<file path="src/rtl/om_port_arbiter.sv">
// Single-port arbiter/sequencer for the 16x64 output memory: init sweep, datapath
// writes, accumulate bursts and host readback share one registered memory port.
module om_port_arbiter #(
    parameter int AW     = 4,
    parameter int DW     = 64,
    parameter int STARVE = 8
) (
    input  logic          CLK,
    input  logic          RSTN,
    input  logic          CLR_DP,
    input  logic          DP_WE,
    input  logic [AW-1:0] DP_ADDR,
    input  logic [DW-1:0] DP_WDATA,
    output logic          DP_STALL,
    input  logic          WB_REQ,
    input  logic [2:0]    WB_LEN,
    output logic          WB_GNT,
    input  logic          WB_EN,
    input  logic [AW-1:0] WB_ADDR,
    input  logic [DW-1:0] WB_DATA,
    output logic          WB_DONE,
    input  logic          HOST_RD,
    input  logic [AW-1:0] HOST_ADDR,
    output logic          HOST_RVALID,
    output logic [DW-1:0] HOST_RDATA,
    output logic          OM_EN,
    output logic          OM_WE,
    output logic [AW-1:0] OM_ADDR,
    output logic [DW-1:0] OM_WDATA,
    input  logic [DW-1:0] OM_RDATA,
    output logic [1:0]    OMSRC,
    output logic          INIT_DONE
);

    localparam int AGE_W = $clog2(STARVE + 1);
    localparam logic [AGE_W-1:0] AGE_MAX = AGE_W'(STARVE);

    localparam logic [1:0] SRC_DP   = 2'd0;
    localparam logic [1:0] SRC_WB   = 2'd1;
    localparam logic [1:0] SRC_HOST = 2'd2;
    localparam logic [1:0] SRC_INIT = 2'd3;

    typedef enum logic [1:0] {
        S_INIT     = 2'd0,
        S_IDLE     = 2'd1,
        S_WB_BURST = 2'd2,
        S_HRD      = 2'd3
    } state_t;

    // Burst length 0 behaves as 1 and anything past 4 as 4.
    function automatic logic [2:0] clamp_len(input logic [2:0] len);
        if (len == 3'd0)
            return 3'd1;
        else if (len > 3'd4)
            return 3'd4;
        else
            return len;
    endfunction

    function automatic logic [AGE_W-1:0] age_inc(input logic [AGE_W-1:0] age);
        return (age == AGE_MAX) ? age : age + AGE_W'(1);
    endfunction

    state_t          state_q, state_d;
    logic [AW-1:0]   init_ptr_q, init_ptr_d;
    logic            init_done_q, init_done_d;
    logic [2:0]      beat_q, beat_d;
    logic [2:0]      len_q, len_d;
    logic [AGE_W-1:0] age_q, age_d;
    logic            hrd_ph_q, hrd_ph_d;
    logic            wb_gnt_q, wb_gnt_d;
    logic            wb_done_q, wb_done_d;
    logic            host_rvalid_q, host_rvalid_d;
    logic [DW-1:0]   host_rdata_q, host_rdata_d;
    logic            om_en_q, om_en_d;
    logic            om_we_q, om_we_d;
    logic [AW-1:0]   om_addr_q, om_addr_d;
    logic [DW-1:0]   om_wdata_q, om_wdata_d;
    logic [1:0]      omsrc_q, omsrc_d;

    logic in_idle, host_starved, dp_acc, wb_acc, host_acc, wb_beat, wb_last;

    assign in_idle      = (state_q == S_IDLE);
    assign host_starved = in_idle && HOST_RD && (age_q == AGE_MAX);
    // A starved host outranks everything; otherwise host reads only win an idle port.
    assign dp_acc   = in_idle && !CLR_DP && !host_starved && DP_WE;
    assign wb_acc   = in_idle && !CLR_DP && !host_starved && !DP_WE && WB_REQ;
    assign host_acc = in_idle && !CLR_DP && HOST_RD && (host_starved || (!DP_WE && !WB_REQ));
    assign wb_beat  = (state_q == S_WB_BURST) && !CLR_DP && WB_EN;
    assign wb_last  = wb_beat && ((beat_q + 3'd1) == len_q);

    always_ff @(posedge CLK or negedge RSTN) begin
        if (!RSTN) begin
            state_q       <= S_INIT;
            init_ptr_q    <= '0;
            init_done_q   <= 1'b0;
            beat_q        <= '0;
            len_q         <= '0;
            age_q         <= '0;
            hrd_ph_q      <= 1'b0;
            wb_gnt_q      <= 1'b0;
            wb_done_q     <= 1'b0;
            host_rvalid_q <= 1'b0;
            host_rdata_q  <= '0;
            om_en_q       <= 1'b0;
            om_we_q       <= 1'b0;
            om_addr_q     <= '0;
            om_wdata_q    <= '0;
            omsrc_q       <= '0;
        end else begin
            state_q       <= state_d;
            init_ptr_q    <= init_ptr_d;
            init_done_q   <= init_done_d;
            beat_q        <= beat_d;
            len_q         <= len_d;
            age_q         <= age_d;
            hrd_ph_q      <= hrd_ph_d;
            wb_gnt_q      <= wb_gnt_d;
            wb_done_q     <= wb_done_d;
            host_rvalid_q <= host_rvalid_d;
            host_rdata_q  <= host_rdata_d;
            om_en_q       <= om_en_d;
            om_we_q       <= om_we_d;
            om_addr_q     <= om_addr_d;
            om_wdata_q    <= om_wdata_d;
            omsrc_q       <= omsrc_d;
        end
    end

    always_comb begin
        state_d = state_q;
        if (CLR_DP) begin
            state_d = S_INIT;
        end else begin
            case (state_q)
                S_INIT:     if (&init_ptr_q) state_d = S_IDLE;
                S_IDLE: begin
                    if (host_acc)
                        state_d = S_HRD;
                    else if (wb_acc)
                        state_d = S_WB_BURST;
                end
                S_WB_BURST: if (wb_last) state_d = S_IDLE;
                S_HRD:      if (hrd_ph_q) state_d = S_IDLE;
                default:    state_d = S_INIT;
            endcase
        end
    end

    always_comb begin
        init_ptr_d    = init_ptr_q;
        init_done_d   = init_done_q;
        beat_d        = beat_q;
        len_d         = len_q;
        hrd_ph_d      = 1'b0;
        wb_gnt_d      = 1'b0;
        wb_done_d     = 1'b0;
        host_rvalid_d = 1'b0;
        host_rdata_d  = host_rdata_q;
        om_en_d       = 1'b0;
        om_we_d       = 1'b0;
        om_addr_d     = om_addr_q;
        om_wdata_d    = om_wdata_q;
        omsrc_d       = omsrc_q;

        if (CLR_DP || !HOST_RD || host_acc || state_q == S_HRD)
            age_d = '0;
        else
            age_d = age_inc(age_q);

        if (CLR_DP) begin
            init_ptr_d  = '0;
            init_done_d = 1'b0;
            beat_d      = '0;
        end else begin
            case (state_q)
                S_INIT: begin
                    om_en_d    = 1'b1;
                    om_we_d    = 1'b1;
                    om_addr_d  = init_ptr_q;
                    om_wdata_d = '0;
                    omsrc_d    = SRC_INIT;
                    init_ptr_d = init_ptr_q + AW'(1);
                    if (&init_ptr_q)
                        init_done_d = 1'b1;
                end
                S_IDLE: begin
                    if (host_acc) begin
                        om_en_d   = 1'b1;
                        om_addr_d = HOST_ADDR;
                        omsrc_d   = SRC_HOST;
                    end else if (dp_acc) begin
                        om_en_d    = 1'b1;
                        om_we_d    = 1'b1;
                        om_addr_d  = DP_ADDR;
                        om_wdata_d = DP_WDATA;
                        omsrc_d    = SRC_DP;
                    end else if (wb_acc) begin
                        wb_gnt_d = 1'b1;
                        len_d    = clamp_len(WB_LEN);
                        beat_d   = '0;
                    end
                end
                S_WB_BURST: begin
                    if (wb_beat) begin
                        om_en_d    = 1'b1;
                        om_we_d    = 1'b1;
                        om_addr_d  = WB_ADDR;
                        om_wdata_d = WB_DATA;
                        omsrc_d    = SRC_WB;
                        beat_d     = beat_q + 3'd1;
                        wb_done_d  = wb_last;
                    end
                end
                S_HRD: begin
                    // Phase 0 waits out the memory read; phase 1 sees OM_RDATA.
                    hrd_ph_d = !hrd_ph_q;
                    if (hrd_ph_q) begin
                        host_rvalid_d = 1'b1;
                        host_rdata_d  = OM_RDATA;
                    end
                end
                default: ;
            endcase
        end
    end

    assign DP_STALL    = !in_idle || host_starved;
    assign WB_GNT      = wb_gnt_q;
    assign WB_DONE     = wb_done_q;
    assign HOST_RVALID = host_rvalid_q;
    assign HOST_RDATA  = host_rdata_q;
    assign OM_EN       = om_en_q;
    assign OM_WE       = om_we_q;
    assign OM_ADDR     = om_addr_q;
    assign OM_WDATA    = om_wdata_q;
    assign OMSRC       = omsrc_q;
    assign INIT_DONE   = init_done_q;

endmodule

</file>
<file path="config.mk">
export PLATFORM = sky130hd
export DESIGN_NAME = om_port_arbiter
export DESIGN_NICKNAME = d
export VERILOG_FILES = /design/src/rtl/om_port_arbiter.sv
export SDC_FILE = /design/constraint.sdc
export NUM_CORES = 1
export LEC_CHECK = 0
export CAP_MARGIN = 20
export CORE_ASPECT_RATIO = 0.7
export CORE_MARGIN = 2
export CORE_UTILIZATION = 45
export CTS_BUF_LIST = sky130_fd_sc_hd__clkbuf_2
export DETAILED_ROUTE_END_ITERATION = 12
export PLACE_DENSITY = 0.88
export SETUP_SLACK_MARGIN = 0.05
export SYNTH_ARGS = -nofsm -noshare
export SYNTH_HDL_FRONTEND = slang
export SYNTH_SLANG_ARGS = --single-unit
</file>
<file path="constraint.sdc">
create_clock -name CLK -period 3.01 [get_ports CLK]
set_input_delay 0.602 -clock CLK [delete_from_list [all_inputs] [get_ports CLK]]
set_output_delay 0.602 -clock CLK [all_outputs]
set_load 0.01 [all_outputs]
</file>
==> flow_metrics.py <==
metrics = {
    "cells_and_area": {
        "area_growth_pct": 54.5,
        "nets": 1230,
        "antennaDiodeCount": 0,
        "finalNonFillerCells": 1221,
        "drive_above_1_share_pct": 12.0,
    },
    "placed_design": {
        "gp_congestion": 0.827,
        "port_buffers": 354,
        "dp_cells": 1188,
        "dp_hpwl_um": 16700,
    },
    "floorplanning": {
        "die_h_um": 111,
        "die_x_um": 156,
        "dieArea_um2": 17300,
        "initial_core_util_pct": 46.6,
        "coreArea_um2": 15700,
        "rows": 38,
        "io-pin-count": 355,
    },
    "synthesis": {
        "synth-edff-count": 0,
        "synthFlopType": "dfrtp_1",
        "ys.warnings.count": 0,
        "synth-seq-cells": 157,
        "netlist_instances": 678,
        "synth_common_cells": "dfrtp_1, nand2_1, o21ai_0",
        "yosysMostFrequentCell": "dfrtp_1",
        "syn_area_per_cell_um2": 10.8,
        "synth_fp_nets": 900,
        "post-synth-top-area-cell": "dfrtp_1",
        "async_flop_share_pct": 100,
        "mappedNetlistArea_um2": 7310,
        "synth-seq-area-share_pct": 53.8,
        "synth_cell_types": 52,
        "synth_top_area_share_pct": 53.8,
        "synth_area_leaders": "dfrtp_1, mux2_2, a22o_1",
    },
    "pwr": {
        "cellPowerDensity_nw_per_um2": 783,
        "p_int_mw": 5.35,
        "p_sw_mw": 3.49,
        "comb_power_share_pct": 51.8,
        "p_clk_share_pct": 13.7,
        "vdd_ir_drop_max_uv": 507,
        "power_frac_seq_pct": 34.5,
        "switching_share_pct": 39.5,
        "cellLeakagePower_nw": 4.91,
    },
    "cts": {
        "cts_setup_buffers": 0,
        "clock_path_buffers": 2,
        "clock_latency_ns": 0.70,
        "numCtsBuffers": 17,
        "cts-root-buf": "clkbuf_2",
        "h-tree-depth": 4,
        "clkSlewWorstSetupHoldPaths_ns": 0.24,
        "cts_tree": "yes",
        "cts.sinks": 157,
    },
    "status": {
        "status": "finished, final reports clean",
    },
    "timing": {
        "setup_tns_ns": 0,
        "max_slew.worst_pin.slew_ns": 0.777,
        "slew_violations": 0,
        "skew_ns": 0.0324,
        "relSlewSlack_pct": 48.2,
        "fmax_ghz": 0.370,
        "hold_violations": 0,
        "min_period_ns": 2.70,
        "rsz0062_at_grt": "false",
        "fin_crit_sh_pct": 89.7,
        "setup_violations": 0,
    },
    "global_route": {
        "groute.usage.overall_pct": 26.4,
        "grt_pass1_wl_um": 35700,
        "grt_max_degree": 82,
        "grt_overflow_total": 0,
        "grt_pass1_vias": 6451,
        "antenna_found_initial": 0,
    },
    "routing": {
        "post_drt_wl_per_cell_um": 18.9,
        "routed_wl_um": 23000,
        "vias_per_cell": 5.47,
        "drc": 0,
        "ant_nets": 0,
        "dr.pass1.iters": 6,
        "first_iter_violations": 485,
        "num_vias": 6682,
    },
    "critical_path": {
        "worstPathArrival_ns": 3.31,
        "endpoint_kind": "flop",
        "path_class": "reg -> reg",
        "crit_path_max_incr_delay_ns": 0.69,
        "startpoint_type": "flop",
        "crit_chain": "inv_1 -> ha_2 -> buf_4 -> nand3b_1 -> o41ai_1 -> o2111ai_1 -> o211ai_1",
        "critical_path_required_ns": 3.62,
        "cp_slowest_cell": "o41ai_1",
        "critPathMaxFanout": 53,
    },
    "flow_run": {
        "drv_cap": 0,
    },
    "hold_path": {
        "hold_path.class": "in -> async",
    },
}
-- worst max-delay path: cells and delay by family (launching register included) --
family	cells	cell delay (ns)
buffers and inverters	2	0.65
DFF	1	0.49
adders and majority gates	1	0.22
and+or+nand+nor	1	0.22
AOI/OAI and AO/OA	3	1.08
-- registers in the layout, summed over array words and instances (netlist names) --
signal       cells
beat_q           3
HOST_RDATA      64
state_q          2
HOST_RVALID      1
OMSRC            2
INIT_DONE        1
len_q            3
WB_GNT           1
OM_WE            1
init_ptr_q       4
OM_WDATA        64
WB_DONE          1
age_q            4
OM_ADDR          4
hrd_ph_q         1
OM_EN            1
-- final timing paths --
path	from	endpoint	slack, ns	depth (start not counted)
min in group CLK	WB_LEN[1]	len_q[1]	0.49	3
setup / recovery	state_q[0]	state_q[0]	0.31	7
max in group asynchronous	RSTN	beat_q[0]	1.77	3
setup reg to reg	state_q[0]	state_q[0]	0.31	7
hold / removal	RSTN	OM_WDATA[16]	0.49	2
hold reg to reg	hrd_ph_q	hrd_ph_q	0.49	1
-- cell families (layout without fill, tap and decap cells) --
group                    after synthesis  after routing  share of synthesized area, %
AO/OA/AOI/OAI                        238            238                          21.0
XOR/XNOR                               9              9                          1.28
adder cells (fa/ha/maj)                8              8                          1.37
buffers and inverters                 71            414                          4.66
flip-flops                           157            157                          53.8
multiplexers                          66             66                          10.2
AND/OR/NAND/NOR                      129            129                          7.81
-- final cells by class --
cell class              count  area, um^2
clock inverters            14         158
multi-input cells         450        3080
flip-flops and latches    157        3930
fillers                  1130        4400
inverters                  12        45.0
repair buffers            370        3740
well taps                 200         250
clock buffers              18        90.1
-- routing by layer --
layer  vias up  track usage [%]  routed length (um)
met5         -                0                   0
met4         0             6.54                 382
li1       3099                -                   -
met3        28             6.83                1860
met2       327             43.1               11200
met1      3228             35.1                9650
-- metrics by stage --
| step | total power [mW] | setup WS [ns] | utilization, % | instance area, um^2 | hold slack, ns |
|---|---|---|---|---|---|
| global route | 9.38 | 0.106 | 72.0 | 11300 | 0.404 |
| floorplan | 5.47 | 1.03 | - | 7310 | 0.306 |
| global placement | 7.52 | 0.378 | 70.3 | 11000 | 0.462 |
| detailed placement | 7.64 | 0.328 | 70.3 | 11000 | 0.465 |
| CTS | 8.87 | 0.146 | 72.0 | 11300 | 0.435 |
| finish | 8.84 | 0.309 | 72.0 | 11300 | 0.489 |
-- cell usage in the layout (no fill, tap or decap), types with 7 or more instances in the layout --
| cell type | n |
|---|---|
| mux2_2 | 65 |
| o21ai_1 | 60 |
| a211oi_1 | 7 |
| buf_4 | 9 |
| dfrtp_1 | 157 |
| inv_1 | 12 |
| nor2_1 | 13 |
| nand2_1 | 86 |
| a22o_1 | 64 |
| o21ai_0 | 74 |
| clkdlybuf4s50_1 | 352 |
| clkbuf_2 | 18 |
-- what timing repair did --
action	CTS	global route
hold buffers	1	0
endpoints found under the setup margin	1	1
gates resized for setup	1	1
hold endpoints to repair	79	0
-- power by group through the flow --
stage                     Combinational [mW]  Clock (mW)  Sequential, mW
final                                   4.58        1.21            3.05
after global routing                    4.93        1.33            3.12
after CTS                               4.59        1.24            3.05
after detailed placement                4.55           0            3.09
after global placement                  4.46           0            3.06
after floorplan                         2.16           0            3.31
(Power assumes the default switching activity.)
